### src/rtl/mem_access_ctrl.sv
// mem_access_ctrl
// MEM-stage data-memory sequencer. A load/store in EX/MEM becomes one
// req/ack transaction on the data-memory port. Upstream pipeline registers
// are frozen while it is outstanding, and a transaction that never completes
// is aborted after TIMEOUT cycles.
//
// Ports
//   clock, reset         rising-edge clock, synchronous active-high reset
//   memread, memwrite    EX/MEM controls (never both 1)
//   addr, write_data     EX/MEM byte address and store data
//   dmem_ack, dmem_rdata memory completion and read data (ACCESS only)
//   dmem_req/we/addr/wdata  registered memory request port
//   stall                freeze PC, IF/ID, ID/EX, EX/MEM; hold MEM/WB
//   read_data            registered load data to MEM/WB
//   wb_kill              squash regwrite of the instruction entering MEM/WB
//   bus_error            one-cycle pulse in DONE after a timeout
//   misaligned           memory op with addr[1:0] != 0 seen in IDLE
module mem_access_ctrl #(
    parameter int TIMEOUT = 16
) (
    input  logic        clock,
    input  logic        reset,
    input  logic        memread,
    input  logic        memwrite,
    input  logic [31:0] addr,
    input  logic [31:0] write_data,
    input  logic        dmem_ack,
    input  logic [31:0] dmem_rdata,
    output logic        dmem_req,
    output logic        dmem_we,
    output logic [31:0] dmem_addr,
    output logic [31:0] dmem_wdata,
    output logic        stall,
    output logic [31:0] read_data,
    output logic        wb_kill,
    output logic        bus_error,
    output logic        misaligned
);

    localparam int CW = $clog2(TIMEOUT) + 1;
    localparam logic [CW-1:0] CNT_LAST = CW'(TIMEOUT - 1);

    typedef enum logic [1:0] {
        IDLE   = 2'd0,
        ACCESS = 2'd1,
        DONE   = 2'd2
    } state_t;

    state_t        state, state_nxt;
    logic [CW-1:0] cnt;
    logic          err_flag;

    logic memop, unaligned, start, timeout;

    assign memop     = memread | memwrite;
    assign unaligned = addr[1:0] != 2'b00;
    assign start     = (state == IDLE) && memop && !unaligned;
    // An ack on the last allowed cycle still counts as success.
    assign timeout   = (state == ACCESS) && !dmem_ack && (cnt == CNT_LAST);

    always_comb begin
        state_nxt  = state;
        stall      = 1'b0;
        misaligned = 1'b0;
        wb_kill    = 1'b0;
        case (state)
            IDLE: begin
                if (memop && unaligned) begin
                    misaligned = 1'b1;
                    wb_kill    = 1'b1;
                end else if (memop) begin
                    stall     = 1'b1;
                    state_nxt = ACCESS;
                end
            end
            ACCESS: begin
                stall = 1'b1;
                if (dmem_ack || timeout)
                    state_nxt = DONE;
            end
            DONE: begin
                // Any memop still visible here is the instruction just serviced.
                wb_kill   = err_flag;
                state_nxt = IDLE;
            end
            default: state_nxt = IDLE;
        endcase
        // Combinational outputs read as 0 while reset is held.
        if (reset) begin
            stall      = 1'b0;
            misaligned = 1'b0;
            wb_kill    = 1'b0;
        end
    end

    always_ff @(posedge clock) begin
        if (reset) begin
            state      <= IDLE;
            cnt        <= '0;
            err_flag   <= 1'b0;
            dmem_req   <= 1'b0;
            dmem_we    <= 1'b0;
            dmem_addr  <= '0;
            dmem_wdata <= '0;
            read_data  <= '0;
            bus_error  <= 1'b0;
        end else begin
            state     <= state_nxt;
            bus_error <= 1'b0;
            case (state)
                IDLE: begin
                    if (start) begin
                        dmem_req   <= 1'b1;
                        dmem_we    <= memwrite;
                        dmem_addr  <= {addr[31:2], 2'b00};
                        dmem_wdata <= write_data;
                        cnt        <= '0;
                    end else if (memop) begin
                        // Misaligned op passes through with zeroed load data.
                        read_data <= '0;
                    end
                end
                ACCESS: begin
                    if (dmem_ack) begin
                        dmem_req  <= 1'b0;
                        read_data <= dmem_we ? 32'h0 : dmem_rdata;
                    end else if (timeout) begin
                        dmem_req  <= 1'b0;
                        read_data <= '0;
                        bus_error <= 1'b1;
                        err_flag  <= 1'b1;
                    end else begin
                        cnt <= cnt + 1'b1;
                    end
                end
                DONE: begin
                    err_flag <= 1'b0;
                end
                default: ;
            endcase
        end
    end

endmodule

### config.mk
export PLATFORM = sky130hd
export DESIGN_NAME = mem_access_ctrl
export DESIGN_NICKNAME = d
export VERILOG_FILES = /design/src/rtl/mem_access_ctrl.sv
export SDC_FILE = /design/constraint.sdc
export NUM_CORES = 1
export LEC_CHECK = 0
export CAP_MARGIN = 20
export CORE_MARGIN = 8
export CORE_UTILIZATION = 25
export CTS_CLUSTER_SIZE = 14
export DETAILED_ROUTE_END_ITERATION = 8
export PLACE_DENSITY = 0.58
export SLEW_MARGIN = 20
export SYNTH_ARGS = -nofsm -noshare
export SYNTH_HDL_FRONTEND = slang
export SYNTH_SLANG_ARGS = --single-unit
### constraint.sdc
create_clock -name clock -period 2.68 [get_ports clock]
set_input_delay 0.268 -clock clock [delete_from_list [all_inputs] [get_ports clock]]
set_output_delay 0.268 -clock clock [all_outputs]
set_load 0.02 [all_outputs]
Word level (Yosys, flattened, before mapping):

Index checks and enable logic that the tools add are counted.

* add/subtract/negate cells: 1
* eq/ne operators: 12
* muxes and demuxes: 31
* bitwise logic cells: 2
* reductions and logical operators: 19

Operators by type and width (number)
* two-way mux 32 bit: 5
* one-hot mux 32 bit (2 select lines): 1
* two-way mux 5 bit: 3
* != test 2 bit, second input constant: 7
* two-way mux 1 bit: 13
* one-hot mux 5 bit (2 select lines): 1
* AND reduction 3 bit: 3
* one-hot mux 1 bit (2 select lines): 4
* AND reduction 4 bit: 2
* two-way mux 2 bit: 3
* nonzero test 2 bit: 3
* adder 5 x 1 -> 5 bit, second input constant: 1
* equality test 5 x 4 -> 1 bit, second input constant: 1
* logical AND 1 bit: 5
* one-hot mux 2 bit (2 select lines): 1
* != test 3 bit, second input constant: 1
* OR reduction 3 bit: 1
* equality test 2 x 1 -> 1 bit, second input constant: 1
* equality test 2 bit, second input constant: 1
* zero test 1 bit: 2
* zero test 2 bit: 1
* != test 2 x 1 -> 1 bit, second input constant: 1
* AND reduction 2 bit: 1
* logical OR 1 bit: 1
* 2 further kinds: 2

* bits in registers: 105
* input bits: 101
* output and inout port bits: 102
* logic and storage cells: 74

Logic depth before layout (Yosys ltp):

Gate-level depths: netlist of run 1.

* word-level depth: 6
* mapped depth: 7
* mapped depth without buffers: 6

Worst setup path before layout of run 1:

No wires, ideal clock.

* kind: register to register
* start: register cnt[0]
* end: register cnt[3]
* setup time: 0.070 ns
* data arrival time: 2.000 ns
* required time: 2.610 ns
* slack: 0.610 ns
* stages on the path, launching flop included: 8
* path buffers: 1
* period minus slack after synthesis: 2.070 ns
* cells stage by stage: dfxtp_1 ha_1 and3_1 ha_1 or4b_1 clkbuf_1 or3_1 a21oi_1

* cells in the longest elaborated chain, start to end: 4
* elaborated cells between the ends (all ways): 8
* classes of those cells: 1 x add/sub; 2 x eq/ne; 3 x mux; 2 x reduce/logical

RTL lines
* start: declaration: line 50 `logic [CW-1:0] cnt;`
* start signal: assignment: line 133 `cnt <= cnt + 1'b1;`
* adder 5 x 1 -> 5 bit / equality test 5 x 4 -> 1 bit (equally long branches): line 133, 59
* two-way mux 5 bit / logical AND 1 bit (equally long branches): line 127, 59
* two-way mux 5 bit / != test 2 bit (equally long branches)
* one-hot mux 5 bit (2 select lines) / AND reduction 4 bit (equally long branches)

Parallel ways exist; a longest one is shown, timed or not. The select of a mux whose other input is x is not followed.
A chain may end at the register's enable or synchronous reset.

Worst setup path in the final report of run 1:

* start: input memwrite
* end: output wb_kill

* cells in the longest elaborated chain, start to end: 5

RTL lines
* start: declaration: line 24 `input logic memwrite,`
* bitwise OR 1 bit: line 55 `assign memop = memread | memwrite;`
* logical AND 1 bit: line 68 `if (memop && unaligned) begin`
* two-way mux 1 bit: line 68
* one-hot mux 1 bit (2 select lines): line 66 `case (state)`
* two-way mux 1 bit: line 89 `if (reset) begin`
* end: declaration: line 35 `output logic wb_kill,`

No other way between the ends.

==> results of run 1 <==
## cell families after synthesis
family / Yosys count
other: 1
adders and majority gates: 2
AOI/OAI and AO/OA: 177
and+or+nand+nor: 91
DFF: 105
buffers and inverters: 54
## flip-flops by register name, indices dropped and copies added, names as in the netlist
signal and count:
dmem_wdata 32, read_data 32, dmem_addr 30, cnt 5
state 2, bus_error 1, dmem_req 1, dmem_we 1
err_flag 1
## final cells by class
cell class              count  area (um2)
clock buffers              12       266.5
clock inverters             4       26.28
fillers                  1543        9254
inverters                   4       15.01
multi-input cells         272        1614
flip-flops and latches    105        2102
well taps                 216       270.3
repair buffers            207        2049
## worst paths after layout
check                                                 start                     endpoint  cells past startpoint
worst min-delay path                                  reset  dmem_wdata[20]$_SDFFE_PP0P_                      2
worst min register to register  dmem_wdata[28]$_SDFFE_PP0P_  dmem_wdata[28]$_SDFFE_PP0P_                      2
worst max register to register          cnt[0]$_SDFFE_PP0P_          cnt[3]$_SDFFE_PP0P_                      6
worst max-delay path                               memwrite                      wb_kill                      5
## per-stage QoR
step           hold WS [ns]  utilization  setup slack, ns  area [um2]  std cells
2_1_floorplan        0.3447            -           0.6098        3929        431
3_3_place_gp         0.4608       0.3879           0.2728        6050        804
3_5_place_dp         0.4676       0.3879           0.2132        6050        804
4_1_cts              0.2229       0.4066           0.2798        6342        820
6_report             0.2391       0.4067           0.3700        6344        820
5_1_grt              0.2424       0.4067           0.1860        6344        820
## cell usage after synthesis (3+ instances only)
| master | instances |
|---|---|
| nor2_1 | 4 |
| inv_1 | 3 |
| nand3_1 | 63 |
| clkbuf_2 | 3 |
| nand2_1 | 4 |
| clkbuf_1 | 34 |
| buf_4 | 3 |
| a21oi_1 | 71 |
| a32o_1 | 32 |
| nand2b_1 | 3 |
| buf_2 | 5 |
| dfxtp_1 | 105 |
| nor3_1 | 3 |
| o21ai_0 | 62 |
| o21ai_1 | 7 |
| buf_1 | 3 |
## worst register-to-register path, cell delays in order, from the launching register on
cell	delay [ns]
dfxtp_1	0.34
ha_1	0.21
and3_1	0.19
ha_1	0.24
or4b_1	0.64
or3_1	0.39
a21oi_1	0.13
## where the power goes
group | switching [mW] | internal, mW | total [mW]
combinational | 0.273 | 0.266 | 0.539
sequential | 0.0297 | 1.61 | 1.64
clock | 0.575 | 0.705 | 1.28
## layer usage
metal  wire (um)  track usage  vias up
met5           0            0        -
met4         329      0.05147        0
met3        1316      0.05679       20
met2        6590       0.2285      146
met1        5742       0.1458     1936
li1            -            -     1917
==> metrics.txt, run 1 <==
run status completed; Clock Sinks 105; Post-Synth XOR/XNOR Area 0; Setup Viol. Count Final 0; Top cell by count, worst path clkdlybuf4s50_1; Synth Area in Compound Gates 0.2700; CTS Root Cell clkbuf_16; max-cap viol count 0; # DRC 0; r2r setup slk 0.48 ns; critical path's slowest cell clkdlybuf4s50_1; simple logic cell fraction of the synthesized area 0.1262; CP peak stage delay 0.55 ns; endpoints failing hold 0; asr flop ratio synth 0; multiplexer area fraction after synthesis 0; most frequent cells in the layout clkdlybuf4s50_1 (199), dfxtp_1 (105), a21oi_1 (71), nand3_1 (63), o21ai_0 (62); number of synthesized flops with an enable pin 0; Worst Setup Start Kind input pin; Clk Latency, worst-skew pair 0.34 ns; critical-path cell list clkdlybuf4s50_1 > o22ai_1 > o21ai_0 > and3_1 > clkdlybuf4s50_1; crit path time final 2.310 ns; leading cell type in the layout, fill and taps excluded clkdlybuf4s50_1; n_diodes 0; Post-CTS Setup Inserts 0; Seq cells post-synth 105; Peak Freq 432.9 MHz; Top Ports 203; fin. max-slew vios 0; Routed WL 13,980 um; main combinational cell family by area after synthesis compound AO/OA/AOI/OAI gates; Cells after Synth 430; TritonRoute pass-1 iters 6; initial core utilization 0.2516; Post-DRT Antenna Nets 0; Total GRT Usage 0.1342; Top FF cell, synth dfxtp_1; arrival time at the worst endpoint 2.04 ns; I/O Buffers 200; Via density 4.901; nets 702; Tot Pwr 3.461 mW; syn_area_per_cell 9.128 um2; CP required 2.41 ns; CP delay by family, top buffers and inverters; Setup CP Type in -> out; Worst-Margin Slew 0.7349 ns; CTS Hold Buffers Added 0; distinct cell type count after synthesis 33; Longest Clk Path Bufs 2; Iter 0 DRT Violations 207; largest cells by area after synthesis dfxtp_1 (54%), a21oi_1 (9.1%), a32o_1 (8.2%), nand3_1 (8.0%), o21ai_0 (7.9%); layout cells sized above 1 0.05132; HP Class in -> reg; leakage power 2.101 nW; die area 19,970 um2; CP max FO 4; CP bufs+invs 2; total grt overflow 0; Die Height 141.3 um; Synth top area share 0.5355; CORE AREA 15,600 um2; Setup crit end kind primary output; setup TNS 0 ns; first-pass GRT wire length 21,560 um; RSZ-0062 raised after global routing no; wire length per cell after detailed routing 17.05 um; number of synthesis warnings 0; pwr dens 545.5 nW/um2; largest net degree at the start of global routing 67; Layout area overhead 61.62%; sequential cell area fraction in the yosys report 0.5355; vias post-DR 4,019; Die X 141.3 um; peak supply drop 0.0003041 V; hpwl dp 9465 um; number of global-route vias before repair 4,043; relative slew slack 0.5101; Tcrit/Tclk final 0.8619; initial antenna violation count 0; H-tree depth 3; CTS resizes 0; Worst Clk Skew 0.004763 ns; TritonCTS Buffers 9; Worst-path clk slew 0.07 ns; routability cong. 0.7430; num rows 46; synthesized area 3925 um2; Yosys top cell by area dfxtp_1; Post-Synth Adder-Cell Area 0.006376; CTS tree built
(Power assumes the default switching activity.)
==> run 2: changes to the inputs <==
--- a/config.mk
+++ b/config.mk
@@ -5,12 +5,13 @@
 export SDC_FILE = /design/constraint.sdc
 export NUM_CORES = 1
 export LEC_CHECK = 0
+export ABC_AREA = 1
 export CAP_MARGIN = 20
 export CORE_MARGIN = 8
 export CORE_UTILIZATION = 25
 export CTS_CLUSTER_SIZE = 14
 export DETAILED_ROUTE_END_ITERATION = 8
-export PLACE_DENSITY = 0.58
+export PLACE_DENSITY = 0.56
 export SLEW_MARGIN = 20
 export SYNTH_ARGS = -nofsm -noshare
 export SYNTH_HDL_FRONTEND = slang
==> run 2 against run 1 <==
  * Global-route usage down 1.4 points
  * Design area is 6.1% higher
  * Critical path depth is the same
  * Non-clock buffer count unchanged
  * Critical endpoint is now stall
==> metrics.txt, run 2 <==
number of synthesis warnings 0; largest net degree at the start of global routing 132; hold depth 2; Worst Clk Skew 0.005780 ns; synthesized area 4293 um2; TritonCTS Buffers 9; distinct cell type count after synthesis 24; endpoints failing hold 0; setup TNS 0 ns; crit path time final 2.364 ns; fin. max-slew vios 0; most numerous cell in the Yosys netlist dfxtp_1; Post-DRT Antenna Nets 0; arrival time at the worst endpoint 2.10 ns; CTS Root Cell clkbuf_16; initial antenna violation count 0; Post-Route Utilization 0.3944; Comb pwr share 0.220; die area 21,620 um2; initial core utilization 0.2517; Synth top area share 0.4897; Top cell by count, worst path clkdlybuf4s50_1; leading cell type in the layout, fill and taps excluded clkdlybuf4s50_1; n_diodes 0; Clock Sinks 105; Total GRT Usage 0.1198; switch share 0.2721; Layout area overhead 56.72%; Setup CP Type in -> out; H-tree depth 3; end of the worst register-to-register path read_data[8]$_SDFFE_PP0P_; CP peak stage delay 0.69 ns; Worst Setup Start Kind input pin; Setup crit end kind primary output; Setup Viol. Count Final 0; Peak Freq 423.1 MHz; CP required 2.41 ns; hpwl dp 9078 um; sequential cell area fraction in the yosys report 0.4897; CTS Hold Buffers Added 0; CORE AREA 17,060 um2; Die Height 147.0 um; Finished Cell Area 6728 um2; num rows 48; layout cells sized above 1 0.04032; number of synthesized flops with an enable pin 0; critical path's slowest cell clkdlybuf4s50_1; leakage power 2.557 nW; CTS resizes 0; Longest Clk Path Bufs 2; TritonRoute pass-1 iters 4; Clk Latency, worst-skew pair 0.34 ns; Sw Pwr 1.073 mW; vias post-DR 4,141; most frequent cells after synthesis dfxtp_1 (105), a21oi_1 (102), inv_1 (77); CP bufs+invs 2; WHS Endpoint dmem_wdata[11]$_SDFFE_PP0P_; Top FF cell, synth dfxtp_1; total grt overflow 0; asr flop ratio synth 0; placed cell areas 6430 um2; relative slew slack 0.5600; worst reg2reg path depth 8; placed cell count 954; Top Ports 203; Worst-Margin Slew 0.6599 ns; most frequent cells in the layout clkdlybuf4s50_1 (200), dfxtp_1 (105), a21oi_1 (102), inv_1 (77), nand3_1 (70); Yosys top cell by area dfxtp_1; wire length per cell after detailed routing 13.54 um; first-pass GRT wire length 21,140 um; pwr dens 586.2 nW/um2; Via density 4.273; Worst-path clk slew 0.07 ns; Seq cells post-synth 105; run status completed; Routed WL 13,120 um; I/O Buffers 200; CTS tree built; critical-path cell list clkdlybuf4s50_1 > nor2_1 > nand3_4 > a211oi_2 > clkdlybuf4s50_1; CP delay by family, top buffers and inverters; CP max FO 3; clock power share 0.343; peak supply drop 0.0002804 V; Cells after Synth 566; Non-Filler Instances 969; Pint 2.870 mW; top flop regs dmem_wdata x32, read_data x32, dmem_addr x30; Layout fillers 1,809; Die X 147.0 um; max-cap viol count 0; Post-CTS Setup Inserts 0; RSZ-0062 raised after global routing no; routability cong. 0.7261; FF-to-FF Start cnt[0]$_SDFFE_PP0P_; HP Class reg -> reg; Hold Path Origin dmem_wdata[11]$_SDFFE_PP0P_; # DRC 0; largest cells by area after synthesis dfxtp_1 (49%), a21oi_1 (12%), nand3_1 (8.2%), o21ai_0 (7.5%), inv_1 (6.7%); Iter 0 DRT Violations 257; nets 843; number of global-route vias before repair 3,892; r2r setup slk 0.71 ns; Tcrit/Tclk final 0.8820; Tot Pwr 3.944 mW; syn_area_per_cell 7.585 um2; Seq pwr share 0.437
run 2: final cells by class:
class,instances,area [um2],area share
tap,225,281.5,0.04184
clock inverter,2,37.54,0.005579
multi-input combinational,338,1645,0.2446
sequential,105,2102,0.3124
timing repair buffer,207,2105,0.3128
inverter,79,296.5,0.04408
clock buffer,13,260.3,0.03868
run 2: how the worst max path moves through the flow:
stage | from | slack, ns | end | cells after the start
5_1_grt | addr[1] | 0.24 | stall | 5
3_5_place_dp | addr[1] | 0.29 | stall | 5
3_3_place_gp | addr[1] | 0.29 | stall | 5
6_report | addr[1] | 0.32 | stall | 5
4_1_cts | addr[1] | 0.29 | stall | 5
2_1_floorplan | state[1]$_SDFFE_PP0P_ | 1.09 | stall | 5
run 2: layer usage:
metal  vias up  wire [um]  global-route usage
met4         0        199             0.04539
met3        13       1452             0.05537
met2       136       5623              0.1745
met1      1813       5839              0.1506
met5         -          0                   0
li1       2179          -                   -
run 2: kinds of logic (layout without fill, tap and decap cells):
| logic type | after synthesis | after routing | share of synthesized area |
|---|---|---|---|
| adder cells (fa/ha/maj) | 2 | 2 | 0.005828 |
| flip-flops | 105 | 105 | 0.4897 |
| AO/OA/AOI/OAI | 170 | 170 | 0.2017 |
| AND/OR/NAND/NOR | 164 | 164 | 0.1699 |
| other | 1 | 2 | 0.0008735 |
| buffers and inverters | 124 | 301 | 0.1320 |
run 2: power groups by stage:
| stage | Combinational (mW) | Clock [mW] | Sequential (mW) |
|---|---|---|---|
| 4_1_cts | 0.881 | 1.42 | 1.72 |
| 3_5_place_dp | 0.878 | 0 | 1.76 |
| 5_1_grt | 0.954 | 1.49 | 1.74 |
| 2_1_floorplan | 0.313 | 0 | 1.89 |
| 3_3_place_gp | 0.881 | 0 | 1.76 |
| 6_report | 0.867 | 1.35 | 1.72 |
run 2: worst register-to-register path: cells and delay by family (launching register included):
kind	cells	cell delay (ns)
flops	1	0.33
fa+ha+maj	2	0.42
simple gates	4	0.58
compound gates	2	0.54
run 2: per-stage QoR:
step,hold WS (ns),setup slack [ns]
global route,0.4580,0.2402
finish,0.4385,0.3163
CTS,0.4440,0.2865
global placement,0.4288,0.2912
floorplan,0.4379,1.091
detailed placement,0.4341,0.2919
